--- src/rtl/key_scan_ctrl.sv ---
// 4x4 keypad scanner: synchronizes rows, debounces press/release, scans columns and
// latches a key code with a pending-event flag. Define KEY_REPEAT_EN for auto-repeat events.
module key_scan_ctrl #(
   parameter int CLK_DIV = 1000,
   parameter int DEB_CNT = 20
`ifdef KEY_REPEAT_EN
   ,
   parameter int REP_DLY = 50
`endif
) (
   input  logic       clk_i,
   input  logic       rst_n_i,
   input  logic [3:0] row_i4,
   output logic [3:0] col_o4,
   output logic [7:0] key_value_o8,
   output logic       key_int_o,
   output logic       key_sta_o,
   input  logic       key_clr_i
);

   typedef enum logic [2:0] {
      IDLE,
      DEB_PRESS,
      SCAN,
      LATCH,
      DEB_REL
   } state_t;

   logic [3:0]  row_s1_q, row_s1_d, row_s2_q, row_s2_d;
   logic        clr_s1_q, clr_s1_d, clr_s2_q, clr_s2_d, clr_prev_q, clr_prev_d;
   logic [15:0] presc_q, presc_d;
   state_t      state_q, state_d;
   logic [7:0]  deb_q, deb_d;
   logic [1:0]  scan_col_q, scan_col_d;
   logic        hit_q, hit_d;
   logic [1:0]  hit_row_q, hit_row_d;
   logic [1:0]  hit_col_q, hit_col_d;
   logic [3:0]  col_q, col_d;
   logic [7:0]  value_q, value_d;
   logic        int_q, int_d;
   logic        sta_q, sta_d;
`ifdef KEY_REPEAT_EN
   logic [15:0] rep_q, rep_d;
`endif

   logic        tick;
   logic        rows_idle;
   logic        clr_rise;
   logic [1:0]  low_row;
   logic [1:0]  scan_nxt;

   assign tick      = (presc_q == 16'(CLK_DIV - 1));
   assign rows_idle = (row_s2_q == 4'hF);
   assign clr_rise  = clr_s2_q & ~clr_prev_q;
   assign scan_nxt  = scan_col_q + 2'd1;

   // Lowest pressed row wins when several rows are low in the same column.
   always_comb begin
      low_row = 2'd0;
      for (int i = 3; i >= 0; i--) begin
         if (!row_s2_q[i]) low_row = 2'(i);
      end
   end

   always_comb begin
      row_s1_d   = row_i4;
      row_s2_d   = row_s1_q;
      clr_s1_d   = key_clr_i;
      clr_s2_d   = clr_s1_q;
      clr_prev_d = clr_s2_q;
      presc_d    = tick ? 16'd0 : presc_q + 16'd1;
   end

   always_comb begin
      state_d    = state_q;
      deb_d      = deb_q;
      scan_col_d = scan_col_q;
      hit_d      = hit_q;
      hit_row_d  = hit_row_q;
      hit_col_d  = hit_col_q;
      col_d      = col_q;
      value_d    = value_q;
      int_d      = int_q;
`ifdef KEY_REPEAT_EN
      rep_d      = rep_q;
`endif

      if (clr_rise) int_d = 1'b0;

      if (tick) begin
         case (state_q)
            IDLE: begin
               col_d = 4'b0000;
               if (!rows_idle) begin
                  state_d = DEB_PRESS;
                  deb_d   = 8'd0;
               end
            end
            DEB_PRESS: begin
               if (rows_idle) begin
                  state_d = IDLE;
                  deb_d   = 8'd0;
               end else if (deb_q == 8'(DEB_CNT - 1)) begin
                  state_d    = SCAN;
                  deb_d      = 8'd0;
                  scan_col_d = 2'd0;
                  hit_d      = 1'b0;
                  col_d      = 4'b1110;
               end else begin
                  deb_d = deb_q + 8'd1;
               end
            end
            SCAN: begin
               // Rows seen now belong to the column driven since the previous tick.
               if (!hit_q && !rows_idle) begin
                  hit_d     = 1'b1;
                  hit_row_d = low_row;
                  hit_col_d = scan_col_q;
               end
               if (scan_col_q == 2'd3) begin
                  col_d   = 4'b0000;
                  state_d = (hit_q || !rows_idle) ? LATCH : IDLE;
               end else begin
                  scan_col_d = scan_nxt;
                  col_d      = ~(4'b0001 << scan_nxt);
               end
            end
            LATCH: begin
               value_d = {4'b0000, hit_row_q, hit_col_q};
               int_d   = 1'b1;
               col_d   = 4'b0000;
               state_d = DEB_REL;
               deb_d   = 8'd0;
`ifdef KEY_REPEAT_EN
               rep_d   = 16'd0;
`endif
            end
            DEB_REL: begin
               if (rows_idle) begin
`ifdef KEY_REPEAT_EN
                  rep_d = 16'd0;
`endif
                  if (deb_q == 8'(DEB_CNT - 1)) begin
                     state_d = IDLE;
                     deb_d   = 8'd0;
                  end else begin
                     deb_d = deb_q + 8'd1;
                  end
               end else begin
                  deb_d = 8'd0;
`ifdef KEY_REPEAT_EN
                  if (rep_q == 16'(REP_DLY - 1)) begin
                     int_d = 1'b1;
                     rep_d = 16'd0;
                  end else begin
                     rep_d = rep_q + 16'd1;
                  end
`endif
               end
            end
            default: begin
               state_d = IDLE;
               col_d   = 4'b0000;
               deb_d   = 8'd0;
            end
         endcase
      end

      sta_d = (state_d == LATCH) || (state_d == DEB_REL);
   end

   always_ff @(posedge clk_i or negedge rst_n_i) begin
      if (!rst_n_i) begin
         row_s1_q   <= 4'h0;
         row_s2_q   <= 4'h0;
         clr_s1_q   <= 1'b0;
         clr_s2_q   <= 1'b0;
         clr_prev_q <= 1'b0;
         presc_q    <= 16'd0;
         state_q    <= IDLE;
         deb_q      <= 8'd0;
         scan_col_q <= 2'd0;
         hit_q      <= 1'b0;
         hit_row_q  <= 2'd0;
         hit_col_q  <= 2'd0;
         col_q      <= 4'b0000;
         value_q    <= 8'h00;
         int_q      <= 1'b0;
         sta_q      <= 1'b0;
`ifdef KEY_REPEAT_EN
         rep_q      <= 16'd0;
`endif
      end else begin
         row_s1_q   <= row_s1_d;
         row_s2_q   <= row_s2_d;
         clr_s1_q   <= clr_s1_d;
         clr_s2_q   <= clr_s2_d;
         clr_prev_q <= clr_prev_d;
         presc_q    <= presc_d;
         state_q    <= state_d;
         deb_q      <= deb_d;
         scan_col_q <= scan_col_d;
         hit_q      <= hit_d;
         hit_row_q  <= hit_row_d;
         hit_col_q  <= hit_col_d;
         col_q      <= col_d;
         value_q    <= value_d;
         int_q      <= int_d;
         sta_q      <= sta_d;
`ifdef KEY_REPEAT_EN
         rep_q      <= rep_d;
`endif
      end
   end

   assign col_o4       = col_q;
   assign key_value_o8 = value_q;
   assign key_int_o    = int_q;
   assign key_sta_o    = sta_q;

endmodule

--- config.mk ---
export PLATFORM = sky130hd
export DESIGN_NAME = key_scan_ctrl
export DESIGN_NICKNAME = d
export VERILOG_FILES = /design/src/rtl/key_scan_ctrl.sv
export SDC_FILE = /design/constraint.sdc
export NUM_CORES = 1
export LEC_CHECK = 0
export ABC_AREA = 1
export CORE_MARGIN = 3
export CORE_UTILIZATION = 58
export DETAILED_ROUTE_END_ITERATION = 7
export PLACE_DENSITY_LB_ADDON = 0.2
export SETUP_SLACK_MARGIN = 0.2
export SYNTH_ARGS = -nofsm -noshare
export SYNTH_HDL_FRONTEND = slang
export SYNTH_SLANG_ARGS = --single-unit
--- constraint.sdc ---
create_clock -name clk_i -period 1.95 [get_ports clk_i]
set_input_delay 0.195 -clock clk_i [delete_from_list [all_inputs] [get_ports clk_i]]
set_output_delay 0.195 -clock clk_i [all_outputs]
set_load 0.05 [all_outputs]
==> results.cfg, run 1 <==
[sta]
period_minus_slack_ps = 1690
rsz0062_at_grt = false
hold_viol = 0
timing.fmax_ghz = 0.593
tns_ps = 0
setup_viol = 0
period_share_pct = 86.5
skew_ps = 8.63
slew_headroom_pct = 66.1
slew_viol_final = 0
finalWorstSetupSlack_ps = 264
whs_ps = 299
tightest_slew_ps = 508

[worst_setup_path]
critPathTopFamily = buffers and inverters
worstPathArrival_ps = 1490
worstPathRequired_ps = 1750
path_buf_inv = 1
worstSetupPathType = reg2out
cpMaxStageDelayCell = clkdlybuf4s50_1
cp-end-kind = output pin
critPathMaxFanout = 2
cpPeakStageDelay_ps = 810
critical_path.cell_chain = clkdlybuf4s50_1
start_kind = flop

[pwr]
peakVddDrop_v = 0.000629
p_leak_nw = 1.64
finalPower_mw = 1.92
p_per_area_nw_per_um2 = 591

[floorplan]
die-area_um2 = 5800
pin_count = 21
die_x_um = 76.1
dieHeight_um = 76.1
rows = 24
core_area_um2 = 4530
start_util_pct = 62.9

[finish]
layout.nets = 369
nFillCells = 330
drive_gt1_share_pct = 18.4
synthToLayoutAreaGrowth_pct = 13.7
antenna_cells = 0

[placed_design]
dp_hpwl_um = 3870
gp_congestion = 0.869
dpl_worst_slack_ps = 163
port_buffers = 16

[yosys]
syn_avg_cell_area_um2 = 8.57
yosysTopAreaCell = dfrtp_1
synth_edf_count = 0
synth-main-ff-cell = dfrtp_1
ys_async_sr_fraction_pct = 100
synth_seq_area_share_pct = 48.2
yosys_warnings = 0
yosysMostFrequentCell = nand2_1
synth_common_cells = nand2_1 (71), dfrtp_1 (55), inv_1 (37), nor2_1 (37), nand3_1 (18)
netlist_instances = 333
synth_area_leaders = dfrtp_1 (48%), nand2_1 (9.3%), inv_1 (4.9%)
synth.distinct_cells = 38
netlist.area_leader.share_pct = 48.2
syn_area_um2 = 2850
ys_ff_latch = 55

[global_routing]
grt.overflow.total = 0
grt_pass1_vias = 2102
grt_start_max_net_pins = 56
antenna_found_initial = 0
grt.total_usage_pct = 19.7
grt_pass1_wl_um = 9300

[worst_hold_path]
hold_class = in2reg

[job]
cap_violations = 0

[clock_tree]
cts_root_buf = clkbuf_8
path_clk_slew_ps = 110
cts.path.max_buffers = 2
h-tree-depth = 2
insertion_delay_ps = 320
tritoncts = built
cts.sinks = 55
cts-buffers-inserted = 5

[outcome]
status = completed

[route]
finalWirelength_um = 5190
num_vias = 2096
wl_per_cell_um = 12.3
post-route-drc-count = 0
route.antenna.remaining_nets = 0
vias_per_cell = 4.96
drt_iter0_markers = 113
drt_pass1_iterations = 4
==> cell families (layout without fill, tap and decap cells) <==
| family | count (synthesis) | in the layout | share of synthesized area (%) |
|---|---|---|---|
| other | 1 | 4 | 0.131 |
| buffers and inverters | 55 | 77 | 8.07 |
| multiplexers | 4 | 4 | 1.58 |
| AND/OR/NAND/NOR | 169 | 169 | 29.9 |
| XOR/XNOR | 5 | 5 | 1.54 |
| adder cells (fa/ha/maj) | 5 | 5 | 2.19 |
| AO/OA/AOI/OAI | 39 | 39 | 8.33 |
| flip-flops | 55 | 55 | 48.2 |
==> cell usage in the layout, fill, tap and decap left out, types with 2 or more instances in the layout <==
cell	synthesis	final
nand2_1	71	68
inv_8	0	3
nor3_1	5	5
clkbuf_8	0	5
nand3_1	18	18
o21ai_1	12	13
nand2_2	9	12
nand3_4	3	3
nand2_4	4	4
o21ai_0	13	12
mux2_2	2	2
nand3b_1	2	2
inv_2	12	11
nand4_1	4	4
xnor2_1	2	2
clkdlybuf4s50_1	0	14
nor2_4	3	3
buf_4	4	2
o21ai_2	2	2
inv_1	37	37
a21oi_1	6	6
mux2_1	2	2
nor2_1	37	35
nor2_2	7	9
ha_1	5	4
xor2_1	3	3
conb_1	1	4
dfrtp_1	55	55
==> power breakdown <==
part / internal [mW] / switching, mW
Clock: 0.276 / 0.421
Combinational: 0.0176 / 0.0473
Sequential: 1.15 / 0.00501
==> stage by stage <==
step | std cells | utilization (%) | instance area, um2
final | 423 | 71.6 | 3240
after global routing | 423 | 71.6 | 3240
after CTS | 421 | 70.3 | 3190
after detailed placement | 412 | 67.8 | 3070
after global placement | 412 | 67.8 | 3070
after floorplan | 336 | - | 2860
==> area by class of cell <==
type	count	area, um2	share of cell area, %
repair buffers	20	203	6.25
flip-flops and latches	55	1380	42.4
well taps	65	81.3	2.51
clock inverters	3	31.3	0.964
inverters	49	191	5.90
clock buffers	5	68.8	2.12
multi-input cells	226	1290	39.8
==> layer usage <==
metal | vias up | share of wire [%] | GRT usage (%) | wire (um)
met5 | - | 0 | 0 | 0
met1 | 964 | 46 | 25.2 | 2380
met3 | 9 | 3.2 | 3.43 | 165
met2 | 32 | 49 | 33.2 | 2540
li1 | 1091 | - | - | -
met4 | 0 | 2.1 | 7.79 | 107
==> registers in the layout, summed over array words and instances, names as in the netlist, 2 cells and up <==
| register | flops |
|---|---|
| row_s2_q | 4 |
| presc_q | 16 |
| row_s1_q | 4 |
| hit_row_q | 2 |
| col_o4 | 4 |
| scan_col_q | 2 |
| hit_col_q | 2 |
| state_q | 3 |
| key_value_o8 | 4 |
| deb_q | 8 |
==> worst paths after layout <==
kind                        startpoint       endpoint  slack (ps)  depth (start not counted)
min in group asynchronous      rst_n_i    presc_q[15]         380                          3
hold reg to reg            row_s1_q[3]    row_s2_q[3]         360                          0
hold / removal               row_i4[1]    row_s1_q[1]         300                          1
setup / recovery             col_o4[0]      col_o4[0]         260                          1
max in group asynchronous      rst_n_i      col_o4[0]        1320                          3
setup reg to reg              deb_q[0]  scan_col_q[0]         300                          8
==> what timing repair did <==
item	4_1_cts	5_1_grt
setup endpoints to repair	4	18
resized for setup	1	13
buffers inserted	0	2
pin swaps	0	4
hold buffers	1	0
hold endpoints to repair	55	0
Power figures use the tool's default switching activity.
==> run 2: changes to the inputs <==
SKIP_CTS_REPAIR_TIMING = 1   (was unset)
==> results.cfg, run 2 (synthesized netlist as in run 1, its figures left out) <==
[placed_design]
dpl_worst_slack_ps = 163
port_buffers = 16
dp_hpwl_um = 3870
gp_congestion = 0.869
dpl_cell_area_um2 = 3070

[worst_setup_path]
worstPathRequired_ps = 1750
cp_num_cells = 1
cpPeakStageDelay_ps = 810
rr_startpoint = deb_q[0]
worstSetupPathType = reg2out
path_buf_inv = 1
start_kind = flop
cp-end-kind = output pin
reg2regPathDepth = 8
worstPathArrival_ps = 1490
crit_path_end = col_o4[0]
critPathMaxFanout = 2
r2r_slack_ps = 310
cpMaxStageDelayCell = clkdlybuf4s50_1
reg2reg_to = scan_col_q[0]
critPathTopFamily = buffers and inverters
critical_path.cell_chain = clkdlybuf4s50_1
worstSetupStartpoint = col_o4[0]

[global_routing]
grt_start_max_net_pins = 56
antenna_found_initial = 0
grt_pass1_wl_um = 9290
grt_pass1_vias = 2099
grt.total_usage_pct = 19.6
grt.overflow.total = 0

[route]
finalWirelength_um = 5210
wl_per_cell_um = 12.3
drt_pass1_iterations = 4
vias_per_cell = 4.96
route.antenna.remaining_nets = 0
num_vias = 2101
post-route-drc-count = 0
drt_iter0_markers = 113

[finish]
reg.largest.list = presc_q x16, deb_q x8
synthToLayoutAreaGrowth_pct = 14.0
layout.nets = 370
layout_common_cells = nand2_1 (68), dfrtp_1 (55), inv_1 (37)
largest_reg_flops = 16
drive_gt1_share_pct = 18.7
design_area_um2 = 3250
antenna_cells = 0
regMostFlops = presc_q
nFillCells = 328
final_common_cell = nand2_1

[sta]
period_minus_slack_ps = 1680
slew_headroom_pct = 66.1
timing.fmax_ghz = 0.595
skew_ps = 8.87
period_share_pct = 86.2
rsz0062_at_grt = false
setup_viol = 0
tns_ps = 0
finalWorstSetupSlack_ps = 268
slew_viol_final = 0
tightest_slew_ps = 508
whs_ps = 299
hold_viol = 0

[pwr]
p_leak_nw = 1.64
peakVddDrop_v = 0.000629
finalPower_mw = 1.92
p_per_area_nw_per_um2 = 590

[clock_tree]
cts.sinks = 55
tritoncts = built
cts-buffers-inserted = 5
cts_root_buf = clkbuf_8
insertion_delay_ps = 320
h-tree-depth = 2
path_clk_slew_ps = 110
cts.path.max_buffers = 2

[outcome]
status = completed

[floorplan]
start_util_pct = 62.9
rows = 24
core_area_um2 = 4530
die-area_um2 = 5800
pin_count = 21
die_x_um = 76.1
dieHeight_um = 76.1

[worst_hold_path]
worstHoldStart = row_i4[1]
hold_class = in2reg
min_path_cells = 1

[job]
cap_violations = 0
[run 2: cell types whose count changed in the layout (fill, tap and decap cells not counted), sizes merged]
cell	delta
buf	+1
[run 2: stage by stage]
step | std cells | util [%]
global route | 424 | 71.7
global placement | 412 | 67.8
detailed placement | 412 | 67.8
floorplan | 336 | -
CTS | 420 | 70.0
finish | 424 | 71.7
[run 2: area by class of cell]
class	instances	area [um2]	area share, %
Multi-Input combinational cell	226	1290	39.7
Clock buffer	5	68.8	2.12
Inverter	49	191	5.89
Clock inverter	3	31.3	0.962
Timing Repair Buffer	21	210	6.46
Tap cell	65	81.3	2.50
Sequential cell	55	1380	42.3
[run 2: per-layer routing]
| metal | track usage [%] | up-vias | part of all wire [%] |
|---|---|---|---|
| li1 | - | 1091 | - |
| met1 | 25.1 | 968 | 46 |
| met2 | 33.2 | 33 | 49 |
| met3 | 3.43 | 9 | 3.2 |
| met4 | 7.79 | 0 | 2.1 |
| met5 | 0 | - | 0 |
[run 2: power breakdown]
| part | internal [mW] | switching [mW] |
|---|---|---|
| Combinational | 0.0176 | 0.0473 |
| Sequential | 1.15 | 0.00501 |
| Clock | 0.276 | 0.421 |
| Total | 1.45 | 0.473 |
[run 2: how the worst min path moves through the flow]
stage / endpoint
finish: row_s1_q[1]
global route: row_s1_q[2]
CTS: presc_q[15]
detailed placement: presc_q[15]
global placement: presc_q[15]
floorplan: clr_prev_d
==> run 3: changes to the inputs <==
SETUP_SLACK_MARGIN = unset   (was 0.2)
==> results.cfg, run 3 (synthesized netlist as in run 1, its figures left out) <==
[placed_design]
dp_hpwl_um = 3870
gp_congestion = 0.869
dpl_cell_area_um2 = 3070
port_buffers = 16

[finish]
layout_common_cells = nand2_1 (70), dfrtp_1 (55), nor2_1 (37), inv_1 (37), nand3_1 (18)
largest_reg_flops = 16
drive_gt1_share_pct = 16.3
final_util_pct = 70.3
synthToLayoutAreaGrowth_pct = 11.8
design_area_um2 = 3190
final_common_cell = nand2_1
layout.nets = 367
antenna_cells = 0
regMostFlops = presc_q
reg.largest.list = presc_q x16, deb_q x8

[pwr]
p_leak_nw = 1.61
p_per_area_nw_per_um2 = 600
peakVddDrop_v = 0.000621

[worst_setup_path]
rr_startpoint = presc_q[0]
critical_path.cell_chain = clkdlybuf4s50_1
cp-end-kind = output pin
path_buf_inv = 1
critPathMaxFanout = 2
reg2regPathDepth = 10
cp_num_cells = 1
r2r_slack_ps = 270
crit_path_end = key_value_o8[0]
worstSetupStartpoint = key_value_o8[0]
worstSetupPathType = reg2out
cpMaxStageDelayCell = clkdlybuf4s50_1
start_kind = flop
critPathTopFamily = buffers and inverters
worstPathRequired_ps = 1750
cpPeakStageDelay_ps = 810
reg2reg_to = hit_col_q[0]
worstPathArrival_ps = 1510

[global_routing]
grt_pass1_wl_um = 9290
grt.overflow.total = 0
grt_pass1_vias = 2099
grt.total_usage_pct = 19.6
antenna_found_initial = 0
grt_start_max_net_pins = 56

[sta]
period_share_pct = 87.3
skew_ps = 8.37
tns_ps = 0
slew_viol_final = 0
timing.fmax_ghz = 0.587
setup_viol = 0
period_minus_slack_ps = 1700
hold_viol = 0
slew_headroom_pct = 66.4
rsz0062_at_grt = false
tightest_slew_ps = 502

[route]
drt_iter0_markers = 103
finalWirelength_um = 5080
post-route-drc-count = 0
vias_per_cell = 4.93
route.antenna.remaining_nets = 0
drt_pass1_iterations = 4
num_vias = 2076
wl_per_cell_um = 12.1

[floorplan]
dieHeight_um = 76.1
rows = 24
core_area_um2 = 4530
die_x_um = 76.1
pin_count = 21
die-area_um2 = 5800
start_util_pct = 62.9

[clock_tree]
insertion_delay_ps = 320
cts-buffers-inserted = 5
path_clk_slew_ps = 100
cts.sinks = 55
cts_root_buf = clkbuf_8
cts.path.max_buffers = 2
h-tree-depth = 2
tritoncts = built

[outcome]
status = completed

[job]
cap_violations = 0

[worst_hold_path]
hold_class = in2reg
## run 3: cell types whose count changed in the layout (fill, tap and decap cells not counted), moves of 2 or more
| cell | change |
|---|---|
| nor2_1 | +2 |
| nand2_2 | -2 |
| nor2_2 | -2 |
| nand2_1 | +2 |
| buf_4 | -3 |
## run 3: metrics by stage
stage          setup slack, ps  total power, mW  hold slack, ps  cells
2_1_floorplan              476             1.21            -101    336
3_3_place_gp               241             1.24             211    412
3_5_place_dp               163             1.24             212    412
4_1_cts                    104             1.94            -151    420
5_1_grt                   57.3             2.00             284    421
6_report                   248             1.91             303    421
## run 3: final cells by class
type | instances | area (um2)
Multi-Input combinational cell | 226 | 1260
Fill cell | 337 | 1350
Tap cell | 65 | 81.3
Clock inverter | 3 | 31.3
Clock buffer | 5 | 68.8
Sequential cell | 55 | 1380
Inverter | 49 | 185
Timing Repair Buffer | 18 | 185
## run 3: how the worst min path moves through the flow
| stage | start | end | slack [ps] | depth (start not counted) |
|---|---|---|---|---|
| finish | row_i4[1] | row_s1_q[1] | 300 | 1 |
| global route | row_i4[2] | row_s1_q[2] | 280 | 1 |
| CTS | rst_n_i | presc_q[15] | -150 | 2 |
| detailed placement | rst_n_i | presc_q[15] | 210 | 2 |
| global placement | rst_n_i | presc_q[15] | 210 | 2 |
| floorplan | rst_n_i | clr_prev_d | -100 | 0 |
## run 3: per-layer routing
layer	up-vias	share of wire, %	track usage (%)
li1	1089	-	-
met2	35	49	33.2
met4	0	1.7	7.79
met5	-	0	0
met3	7	3.6	3.43
met1	945	46	25.1
## run 3: report_power, final
| group | leakage [nW] | switching, mW | total, mW | internal, mW |
|---|---|---|---|---|
| Sequential | 0.729 | 0.00502 | 1.16 | 1.15 |
| Combinational | 0.825 | 0.0473 | 0.0649 | 0.0176 |
| Clock | 0.0526 | 0.415 | 0.692 | 0.276 |
| Total | 1.61 | 0.468 | 1.91 | 1.44 |
